### src/rtl/des_key_sequencer.sv
// ============================================================================
// des_key_sequencer : loads a DES key through PC-1, then steps the external
//                     key shifter once per accepted round over valid/ready.
// Revision 1.0
// ============================================================================
`default_nettype none

module des_key_sequencer (
   input  logic        clk,
   input  logic        rst,
   input  logic        start,
   input  logic        mode,
   input  logic [63:0] key_in,
   input  logic        abort,
   input  logic        key_ready,
   output logic        key_valid,
   output logic [47:0] key_out,
   output logic [3:0]  key_round,
   output logic        key_last,
   output logic        busy,
   output logic        done,
   output logic        sh_mode,
   output logic [3:0]  sh_round,
   output logic [27:0] sh_ci,
   output logic [27:0] sh_di,
   input  logic [27:0] sh_ci_next,
   input  logic [27:0] sh_di_next,
   input  logic [47:0] sh_key
);

   typedef enum logic [1:0] {
      S_IDLE = 2'd0,
      S_RUN  = 2'd1,
      S_FIN  = 2'd2
   } state_t;

   // FIPS 46-3 PC-1: entry j names the DES key bit (1 = key_in[63]) feeding C/D bit j.
   localparam int unsigned PC1_TBL [0:55] = '{
      57, 49, 41, 33, 25, 17,  9,  1, 58, 50, 42, 34, 26, 18,
      10,  2, 59, 51, 43, 35, 27, 19, 11,  3, 60, 52, 44, 36,
      63, 55, 47, 39, 31, 23, 15,  7, 62, 54, 46, 38, 30, 22,
      14,  6, 61, 53, 45, 37, 29, 21, 13,  5, 28, 20, 12,  4
   };

   function automatic logic [55:0] pc1(input logic [63:0] k);
      logic [5:0] src;
      pc1 = '0;
      for (int j = 0; j < 56; j++) begin
         src = 6'(64 - PC1_TBL[j]);
         pc1[55-j] = k[src];
      end
   endfunction

   state_t      state_q, state_d;
   logic [27:0] c_q, c_d;
   logic [27:0] d_q, d_d;
   logic [3:0]  round_q, round_d;
   logic        mode_q, mode_d;
   logic [55:0] pc1_key;

   assign pc1_key = pc1(key_in);

   always_ff @(posedge clk or posedge rst) begin
      if (rst) begin
         state_q <= S_IDLE;
         c_q     <= '0;
         d_q     <= '0;
         round_q <= '0;
         mode_q  <= 1'b0;
      end else begin
         state_q <= state_d;
         c_q     <= c_d;
         d_q     <= d_d;
         round_q <= round_d;
         mode_q  <= mode_d;
      end
   end

   always_comb begin
      state_d = state_q;
      c_d     = c_q;
      d_d     = d_q;
      round_d = round_q;
      mode_d  = mode_q;
      if (abort) begin
         state_d = S_IDLE;
         round_d = '0;
      end else begin
         case (state_q)
            S_IDLE: begin
               if (start) begin
                  c_d     = pc1_key[55:28];
                  d_d     = pc1_key[27:0];
                  round_d = '0;
                  mode_d  = mode;
                  state_d = S_RUN;
               end
            end
            S_RUN: begin
               if (key_ready) begin
                  c_d     = sh_ci_next;
                  d_d     = sh_di_next;
                  round_d = round_q + 4'd1;
                  if (round_q == 4'd15) begin
                     state_d = S_FIN;
                  end
               end
            end
            S_FIN: begin
               state_d = S_IDLE;
            end
            default: begin
               state_d = S_IDLE;
            end
         endcase
      end
   end

   // Round key comes straight from the shifter, so it is stable across stalls.
   assign key_valid = (state_q == S_RUN);
   assign busy      = (state_q == S_RUN);
   assign done      = (state_q == S_FIN);
   assign key_out   = sh_key;
   assign key_round = round_q;
   assign key_last  = key_valid && (round_q == 4'd15);
   assign sh_mode   = mode_q;
   assign sh_round  = round_q;
   assign sh_ci     = c_q;
   assign sh_di     = d_q;

endmodule

`default_nettype wire

### config.mk
export PLATFORM = sky130hd
export DESIGN_NAME = des_key_sequencer
export DESIGN_NICKNAME = d
export VERILOG_FILES = /design/src/rtl/des_key_sequencer.sv
export SDC_FILE = /design/constraint.sdc
export NUM_CORES = 1
export LEC_CHECK = 0
export ABC_AREA = 1
export ABC_CLOCK_PERIOD_IN_PS = 1600
export BUFFER_PORTS_ARGS = -buffer_cell sky130_fd_sc_hd__buf_4
export CAP_MARGIN = 20
export CELL_PAD_IN_SITES_DETAIL_PLACEMENT = 2
export CELL_PAD_IN_SITES_GLOBAL_PLACEMENT = 2
export CORE_UTILIZATION = 18
export CTS_CLUSTER_DIAMETER = 100
export DETAILED_ROUTE_END_ITERATION = 16
export GPL_TIMING_DRIVEN = 0
export PLACE_DENSITY = 0.82
export SKIP_CTS_REPAIR_TIMING = 1
export SLEW_MARGIN = 40
export SYNTH_ARGS = -nofsm -noshare
export SYNTH_HDL_FRONTEND = slang
export SYNTH_SLANG_ARGS = --single-unit
export TNS_END_PERCENT = 1
### constraint.sdc
create_clock -name clk -period 1.6 [get_ports clk]
set_clock_uncertainty 0.1 [all_clocks]
set_input_delay 0.08 -clock clk [delete_from_list [all_inputs] [get_ports clk]]
set_output_delay 0.08 -clock clk [all_outputs]
set_load 0.005 [all_outputs]
Yosys cells after proc, flatten, opt, wreduce, memory -nomap -nowiden:

Index checks and enable logic that the tools add are counted.

* flip-flop bits (word level): 63
* input port bits: 174
* output and inout bits: 117
* word-level logic and storage cells: 38

* muxes and demuxes: 15
* $add $sub $neg: 1
* eq/ne operators: 8
* bitwise logic cells: 1
* reduce and logical (&&, ||, !) cells: 8

Operator list (count)
* two-way mux 28 bit: 4
* case mux 28 bit (2 select lines): 2
* two-way mux 4 bit: 3
* AND reduction 3 bit: 3
* two-way mux 2 bit: 4
* case mux 4 bit (2 select lines): 1
* inequality test 3 bit (second input constant): 2
* adder 4 x 1 -> 4 bit (second input constant): 1
* equality test 4 bit (second input constant): 1
* inequality test 2 bit (second input constant): 2
* case mux 2 bit (2 select lines): 1
* AND reduction 4 bit: 1
* inequality test 3 x 2 -> 1 bit (second input constant): 1
* nonzero test 3 bit: 1
* equality test 2 x 1 -> 1 bit (second input constant): 1
* equality test 2 bit (second input constant): 1
* logical NOT 2 bit: 1
* nonzero test 2 bit: 1
* logical AND 1 bit: 1
* NOT 1 bit: 1

Logic depth before layout (Yosys ltp):

Gate-level depths: netlist (run 1).

* depth in word-level cells: 5
* depth in mapped cells: 8
* depth with buffers taken out: 7

Worst setup path before layout (run 1):

Ideal clock, no wire load.

* path type: reg2reg
* from: register state_q[0]
* to: register c_q[20] (netlist: sh_ci[20])
* cell stages (with the launch flop): 9
* buffers on the path: 3
* path slack: 284 ps
* data required time: 1435 ps
* data arrival time: 1151 ps
* library setup time: 65 ps
* period minus slack after synthesis: 1316 ps
* cells stage by stage: dfrtp_1 > buf_6 > nor2_4 > nand2_2 > nand2_1 > buf_6 > buf_6 > nand3_1 > nand2_1

* longest elaborated chain between the ends: 3
* elaborated cells on any way between the ends: 7
* classes of those cells: 3 x eq/ne; 1 x mux; 3 x reduce/logical

Ends and longest elaborated chain
* start: declaration: RTL line 54 `state_t state_q, state_d;`
* start signal: assignment: RTL line 71 `state_q <= state_d;`
* equality test 2 x 1 -> 1 bit or logical NOT 2 bit (tied branches): RTL line 89 `case (state_q)`
* inequality test 2 bit (no line) or nonzero test 2 bit (tied branches)
* AND reduction 4 bit (no line)
* end signal: assignment: RTL line 66 `c_q <= '0;`
* end signal: assignment: RTL line 72 `c_q <= c_d;`
* end: declaration: RTL line 55 `logic [27:0] c_q, c_d;`

Several ways; a longest one is shown, not always the timed one.
A chain may end at the register's enable or synchronous reset.

Worst setup path after layout (run 1):

* from: register state_q[1]
* to: output port key_last

* longest elaborated chain between the ends: 2

Ends and longest elaborated chain
* equality test 2 x 1 -> 1 bit: RTL line 120 `assign key_valid = (state_q == S_RUN);`
* logical AND 1 bit: RTL line 125 `assign key_last = key_valid && (round_q == 4'd15);`
* end: declaration: RTL line 19 `output logic key_last,`

No other way between the ends.

==> summary.md, run 1 <==
| Metric | Value |
|---|---|
| # clock sinks | 63 |
| Per-cell via count in the routed design | 4.28 |
| Synth area leaders | sky130_fd_sc_hd__dfrtp_1, sky130_fd_sc_hd__nand2_1, sky130_fd_sc_hd__nand3_1 |
| Largest net degree at the start of global routing | 23 |
| Final routed DRC violation total | 0 |
| Setup TNS Final | 0 ns |
| Final routed wirelength across all metal layers | 18.1 mm |
| Setup repair after global routing missed its margin | yes |
| Critical path start-end classification | flip-flop to primary output |
| Violated checks | hold timing |
| Path category of the worst min-delay check | input port to flip-flop |
| Routability-driven placement congestion ratio | 0.711 |
| Area fraction of the dominant cell type after synthesis | between 40 and 50% |
| Post-synthesis cell count | 546 |
| Category of the worst setup path launch point | flip-flop |
| Yosys warns | 0 |
| Width of the die | about 150 µm |
| Library cell used as clock root buffer | sky130_fd_sc_hd__clkbuf_16 |
| Global-route usage over all layers | 14.9% |
| Vias | ~4800 |
| Most frequent cells in the layout | sky130_fd_sc_hd__buf_4, sky130_fd_sc_hd__nand2_1, sky130_fd_sc_hd__nand3_1 |
| Maximum fanout count along the critical path | 10 |
| Clock tree buffer depth | 2 |
| Clk_lat worst skew | around 0.33 ns |
| Number of top-level design ports | 291 |
| Number of buffers added by the clock tree synthesis step | 9 |
| Total Die Area | roughly 0.022 mm² |
| Run status | finished, violations left |
| Post-layout worst setup margin | 0.0302 ns |
| Max stage delay on crit path | 0.46 ns |
| Worst voltage drop across the vdd grid | 441 µV |
| Total gr overflow | 0 |
| Period minus WS final | roughly 1.6 ns |
| Number of storage elements in the synthesis netlist | 63 |
| Category of the worst setup path capture point | primary output |
| TritonRoute pass-1 iters | 4 |
| Global-route wire length before repair | roughly 26 mm |
| Fin crit share | 98.1% |
| Count of antenna diodes in the layout | 0 |
| Antenna violations before repair | 0 |
| Clock tree from TritonCTS | built |
| Ratio of cells with drive above 1 in the final layout | 43.2% |
| CTS HTree Levels | 3 |
| Max-cap violations | 0 |
| Sequential-to-total area share from yosys stat | approximately 41% |
| Number of buffer cells added on primary ports | 234 |
| Drt wl/cell | 16.3 µm |
| Floorplan row count | 53 |
| Number of nets in the layout | 1007 |
| Worst-path cell with the longest stage delay | sky130_fd_sc_hd__dfrtp_2 |
| Setup crit start | state_q[1] |
| Post-Synthesis Cell Area | roughly 0.0039 mm² |
| Pins Over Slew Limit | 0 |
| List of cells traversed by the critical path | clkinv_4 > nand2_2 > buf_6 > nor2_2 > buf_4 |
| Reg2reg start | state_q[0] |
| Worst hold path startpoint | key_in[6] |
| Hold Fails Final Rpt | 27 |
| Arrival time at the worst endpoint | 1.39 ns |
| Fmax | approximately 640 MHz |
| Critical Path RT | 1.42 ns |
| Setup violators final | 0 |
| Slew Limit Headroom | 59.9% |
| Leakage power total | 3.85 nW |
| Post-synthesis cell type with the largest combined area | sky130_fd_sc_hd__dfrtp_1 |
| Antenna Violating Nets Remaining | 0 |
| Violation count after the first detailed-routing iteration | 104 |
| Syn nets | a little over 700 |
| Mean instance size in the synthesized netlist | slightly above 7 µm² |
| Core outline area | around 0.021 mm² |
| Initial core utilization | ~18% |
| Slew at the pin closest to its max-slew limit | 0.602 ns |
| Count of different cell masters after synthesis | 17 |
| Chip Height | about 150 µm |
| Area Growth Syn to Fin | 76.6% |
| Vias in the first global route | 4791 |
| Clock-pin slew on the worst setup and hold paths | 0.05 ns |
| Detail Placement HPWL | about 13 mm |
| Worst hold-check slack | -0.0365 ns |
| Power Density | between 900 and 1000 mW/mm² |
| Dpl ws | -0.0681 ns |
| Most common cell after layout, fill and taps aside | sky130_fd_sc_hd__buf_4 |
## cell type report
class                           instances  area (µm²)
Buffer                                 91         762
Multi-Input combinational cell        379        1650
Sequential cell                        63        1580
Clock inverter                          1        30.0
Fill cell                            2453       14200
Clock buffer                           13         250
Inverter                               13        62.6
Tap cell                              275         344
Timing Repair Buffer                  275        2190
## where the power goes
part	total [mW]	internal (mW)	switching (mW)	leakage, nW
Clock	1.94	1.23	0.705	0.136
Combinational	2.18	1.19	0.984	2.91
Sequential	2.09	1.90	0.183	0.801
Total	6.20	4.33	1.87	3.85
## layer usage
layer | wire (µm) | up-vias | GRT usage (%)
met3 | 1020 | 17 | 4.22
met1 | 7500 | 2323 | 17.4
met2 | 9350 | 158 | 27.2
met5 | 0 | - | 0
met4 | 214 | 0 | 2.81
li1 | - | 2257 | -
## flip-flops by register name, summed over array words and instances (netlist names)
name	flops
key_round	4
sh_mode	1
sh_ci	28
sh_di	28
state_q	2
## cell families (layout without fill, tap and decap cells)
group | count (synthesis) | after routing | share of synthesized area [%]
buffers and inverters | 104 | 393 | 18.0
DFF | 63 | 63 | 40.5
and+or+nand+nor | 376 | 376 | 40.9
adders and majority gates | 1 | 1 | 0.321
AOI/OAI and AO/OA | 2 | 2 | 0.257
## Yosys cell counts
cell,number
sky130_fd_sc_hd__inv_2,1
sky130_fd_sc_hd__nand2_1,242
sky130_fd_sc_hd__buf_1,10
sky130_fd_sc_hd__o21ai_0,2
sky130_fd_sc_hd__nand3_1,118
sky130_fd_sc_hd__nand3_2,1
sky130_fd_sc_hd__nor2_1,6
sky130_fd_sc_hd__dfrtp_1,63
sky130_fd_sc_hd__buf_6,10
sky130_fd_sc_hd__buf_2,8
sky130_fd_sc_hd__nor2_4,1
sky130_fd_sc_hd__buf_4,60
sky130_fd_sc_hd__nand2_2,1
sky130_fd_sc_hd__inv_1,12
sky130_fd_sc_hd__clkbuf_1,3
sky130_fd_sc_hd__ha_1,1
sky130_fd_sc_hd__nand4_1,7
## path summary, 6_finish.rpt
check                      cells after the start  slack (ns)         to
max                                            5        0.03   key_last
min                                            5       -0.04  sh_ci[19]
max reg2reg                                    8        0.04  sh_di[19]
min reg2reg                                    2        0.38  sh_di[21]
max in group asynchronous                      5        0.76  sh_di[20]
min in group asynchronous                      3        0.11   sh_di[3]
## metrics by stage
| step | instances | hold WS (ns) | util (%) | power, mW | area (µm²) |
|---|---|---|---|---|---|
| global placement | 1055 | 0.226 | 28.4 | 4.03 | 6000 |
| CTS | 1072 | -0.472 | 30.1 | 6.13 | 6340 |
| floorplan | 546 | 0.105 | - | 2.95 | 3900 |
| global route | 1110 | -0.0141 | 32.6 | 6.61 | 6870 |
| finish | 1110 | -0.0365 | 32.6 | 6.20 | 6870 |
| detailed placement | 1058 | -0.113 | 28.8 | 4.13 | 6060 |
## critical path: cells and delay by family, from the launching register on
family                 cells  cell delay, ns
and+or+nand+nor            2            0.22
buffers and inverters      3            0.38
DFF                        1            0.46
(Power assumes the default switching activity.)
==> run 2: changes to the inputs <==
--- a/config.mk
+++ b/config.mk
@@ -15,7 +15,7 @@
 export CTS_CLUSTER_DIAMETER = 100
 export DETAILED_ROUTE_END_ITERATION = 16
 export GPL_TIMING_DRIVEN = 0
-export PLACE_DENSITY = 0.82
+export PLACE_DENSITY_LB_ADDON = 0.1
 export SKIP_CTS_REPAIR_TIMING = 1
 export SLEW_MARGIN = 40
 export SYNTH_ARGS = -nofsm -noshare
==> run 2 against run 1 <==
The flow still finishes with violations (hold timing). Sequential power is essentially flat. Total power grew 0.31%. Design area is 0.33% lower. Via count is 1.4% lower. Core utilization fell by 0.11 points. Global-route usage is 0.23 points higher. Worst hold slack about the same. Worst setup slack worse by 0.014 ns. First-iteration DRC count is 1.9% higher. Non-clock buffer count down 7. Sequential share of layout area is 0.076 points higher. Highest routed layer unchanged.
==> summary.md, run 2 (same netlist as run 1, synthesis figures left out) <==
| Metric | Value |
|---|---|
| Run status | finished, violations left |
| Violated checks | hold timing |
| Area taken by multi-input logic gates | roughly 0.0017 mm² |
| Antenna Violating Nets Remaining | 0 |
| Area Growth Syn to Fin | 76.0% |
| Violation count after the first detailed-routing iteration | ~110 |
| Core occupancy in the finished layout | 32.5% |
| Global-route wire length before repair | roughly 26 mm |
| Setup repair after global routing missed its margin | yes |
| Fin crit share | between 90% and 100% |
| Per-cell via count in the routed design | 4.24 |
| Critical Path Most Common Cell | sky130_fd_sc_hd__buf_6 |
| Hold Fails Final Rpt | 38 |
| Switching share of total power | a little under a third |
| Worst-path cell with the longest stage delay | sky130_fd_sc_hd__dfrtp_2 |
| Placed cells | 1058 |
| CTS HTree Levels | 3 |
| Power Density | 908 mW/mm² |
| Final routed wirelength across all metal layers | 17.6 mm |
| Final routed DRC violation total | 0 |
| Critical path start-end classification | flip-flop to flip-flop |
| Chip Height | 149 µm |
| Routability-driven placement congestion ratio | 0.752 |
| Post-Layout Cell Count | 1105 |
| Internal power contribution | 4.32 mW |
| Category of the worst setup path capture point | flip-flop |
| Arrival time at the worst endpoint | 1.71 ns |
| List of cells traversed by the critical path | buf_8 > buf_12 > buf_6 > buf_6 > buf_6 > nand4_1 > inv_2 > nand2_1 > nand2_1 |
| Slew Limit Headroom | 60.4% |
| # clock sinks | 63 |
| Detail Placement HPWL | approximately 14 mm |
| Routing usage on met1 | 18.0% |
| Setup crit start | state_q[0] |
| Worst hold path startpoint | key_in[25] |
| Number of inserted filler cells in the final layout | 2498 |
| Most common cell after layout, fill and taps aside | sky130_fd_sc_hd__buf_4 |
| Clock tree from TritonCTS | built |
| Fraction of power consumed by sequential logic | approximately a third |
| Leakage power total | ~3.8 nW |
| Number of buffer cells added on primary ports | 234 |
| Count of antenna diodes in the layout | 0 |
| Library cell used as clock root buffer | sky130_fd_sc_hd__clkbuf_16 |
| Clk_lat worst skew | 0.33 ns |
| Largest net degree at the start of global routing | 24 |
| Share of power burned in combinational logic | 34.3% |
| Most frequent cells in the layout | sky130_fd_sc_hd__buf_4, sky130_fd_sc_hd__nand2_1, sky130_fd_sc_hd__nand3_1 |
| Routing usage on met2 | 26.9% |
| Slew at the pin closest to its max-slew limit | 0.593 ns |
| Total Die Area | 0.0222 mm² |
| Clock-pin slew on the worst setup and hold paths | 0.06 ns |
| TritonRoute pass-1 iters | 4 |
| Reg2Reg Setup Slack | about 0.016 ns |
| Sequential cell area in the final layout | 0.00158 mm² |
| Clock tree buffer depth | 2 |
| Maximum fanout count along the critical path | 6 |
| Core outline area | around 0.021 mm² |
| Width of the die | 149 µm |
| Period minus WS final | approximately 1.6 ns |
| Floorplan row count | 53 |
| Ratio of cells with drive above 1 in the final layout | 43.9% |
| Initial core utilization | 18.5% |
| Global routing usage on met3 | 3.52% |
| Antenna violations before repair | 0 |
| Vias | between 4000 and 5000 |
| Max-cap violations | 0 |
| Worst voltage drop across the vdd grid | around 460 µV |
| Layer with the highest usage | met2 |
| Number of nets in the layout | 1000 |
| Total gr overflow | 0 |
| Switch Pwr | 1.90 mW |
| Pins Over Slew Limit | 0 |
| Critical Path RT | between 1.5 and 2 ns |
| Reg2reg start | state_q[0] |
| Category of the worst setup path launch point | flip-flop |
| Number of top-level design ports | 291 |
| Path category of the worst min-delay check | input port to flip-flop |
| Max stage delay on crit path | 0.43 ns |
| Number of buffers added by the clock tree synthesis step | 9 |
| Fmax | ~630 MHz |
| Setup violators final | 0 |
| Drt wl/cell | approximately 16 µm |
| Vias in the first global route | 4839 |
| Global-route usage over all layers | 15.2% |
| Worst hold-check slack | -0.0367 ns |
| Clock Power Share | 32.0% |
run 2: cell types whose count changed in the layout (fill, tap and decap cells not counted), moves of 3 or more:
cell and change:
sky130_fd_sc_hd__clkinvlp_4 +3, sky130_fd_sc_hd__buf_4 -7, sky130_fd_sc_hd__nand2_2 +3, sky130_fd_sc_hd__buf_1 +3, sky130_fd_sc_hd__buf_12 -3, sky130_fd_sc_hd__clkbuf_2 -4, sky130_fd_sc_hd__nand2_1 -3, sky130_fd_sc_hd__dlygate4sd3_1 -6
sky130_fd_sc_hd__buf_6 +6
run 2: layout make-up:
type | count | area share, %
Clock inverter | 5 | 0.840
Tap cell | 275 | 5.02
Buffer | 91 | 10.9
Sequential cell | 63 | 23.1
Multi-Input combinational cell | 379 | 24.4
Timing Repair Buffer | 268 | 31.4
Inverter | 13 | 0.877
Clock buffer | 11 | 3.54
run 2: worst paths after layout:
path | to | cells past startpoint
setup / recovery | key_round[1] | 9
setup reg to reg | key_round[1] | 9
hold / removal | sh_di[24] | 5
min in group asynchronous | sh_di[3] | 3
max in group asynchronous | sh_ci[12] | 5
hold reg to reg | sh_di[4] | 2
run 2: stage by stage:
stage / setup slack [ns] / area [µm²] / TNS, ns / hold slack, ns / total power [mW]
2_1_floorplan: 0.284 / 3900 / 0 / 0.105 / 2.95
3_3_place_gp: -0.00424 / 6000 / -0.00701 / 0.227 / 4.05
3_5_place_dp: -0.0300 / 6070 / -0.105 / 0.0176 / 4.13
4_1_cts: -0.275 / 6370 / -1.30 / -0.347 / 6.19
5_1_grt: -0.0841 / 6850 / -1.15 / 0.000184 / 6.63
6_report: 0.0163 / 6850 / 0 / -0.0367 / 6.22
run 2: power by group through the flow:
stage | Combinational, mW | Clock, mW | Sequential (mW)
floorplan | 0.832 | 0 | 2.11
global placement | 1.94 | 0 | 2.11
detailed placement | 2.01 | 0 | 2.12
CTS | 2.02 | 2.08 | 2.10
global route | 2.36 | 2.13 | 2.14
finish | 2.13 | 1.99 | 2.10
run 2: routing by layer:
metal / share of wire, % / up-vias
met5: 0 / -
met2: 51 / 149
met1: 42 / 2282
met4: 1.2 / 0
li1: - / 2246
met3: 6.5 / 12
run 2: worst max-delay path, delay by kind of cell, from the launching register on:
kind / cells / cell delay [ns]
simple gates: 3 / 0.23
buf+inv: 6 / 0.70
flops: 1 / 0.43
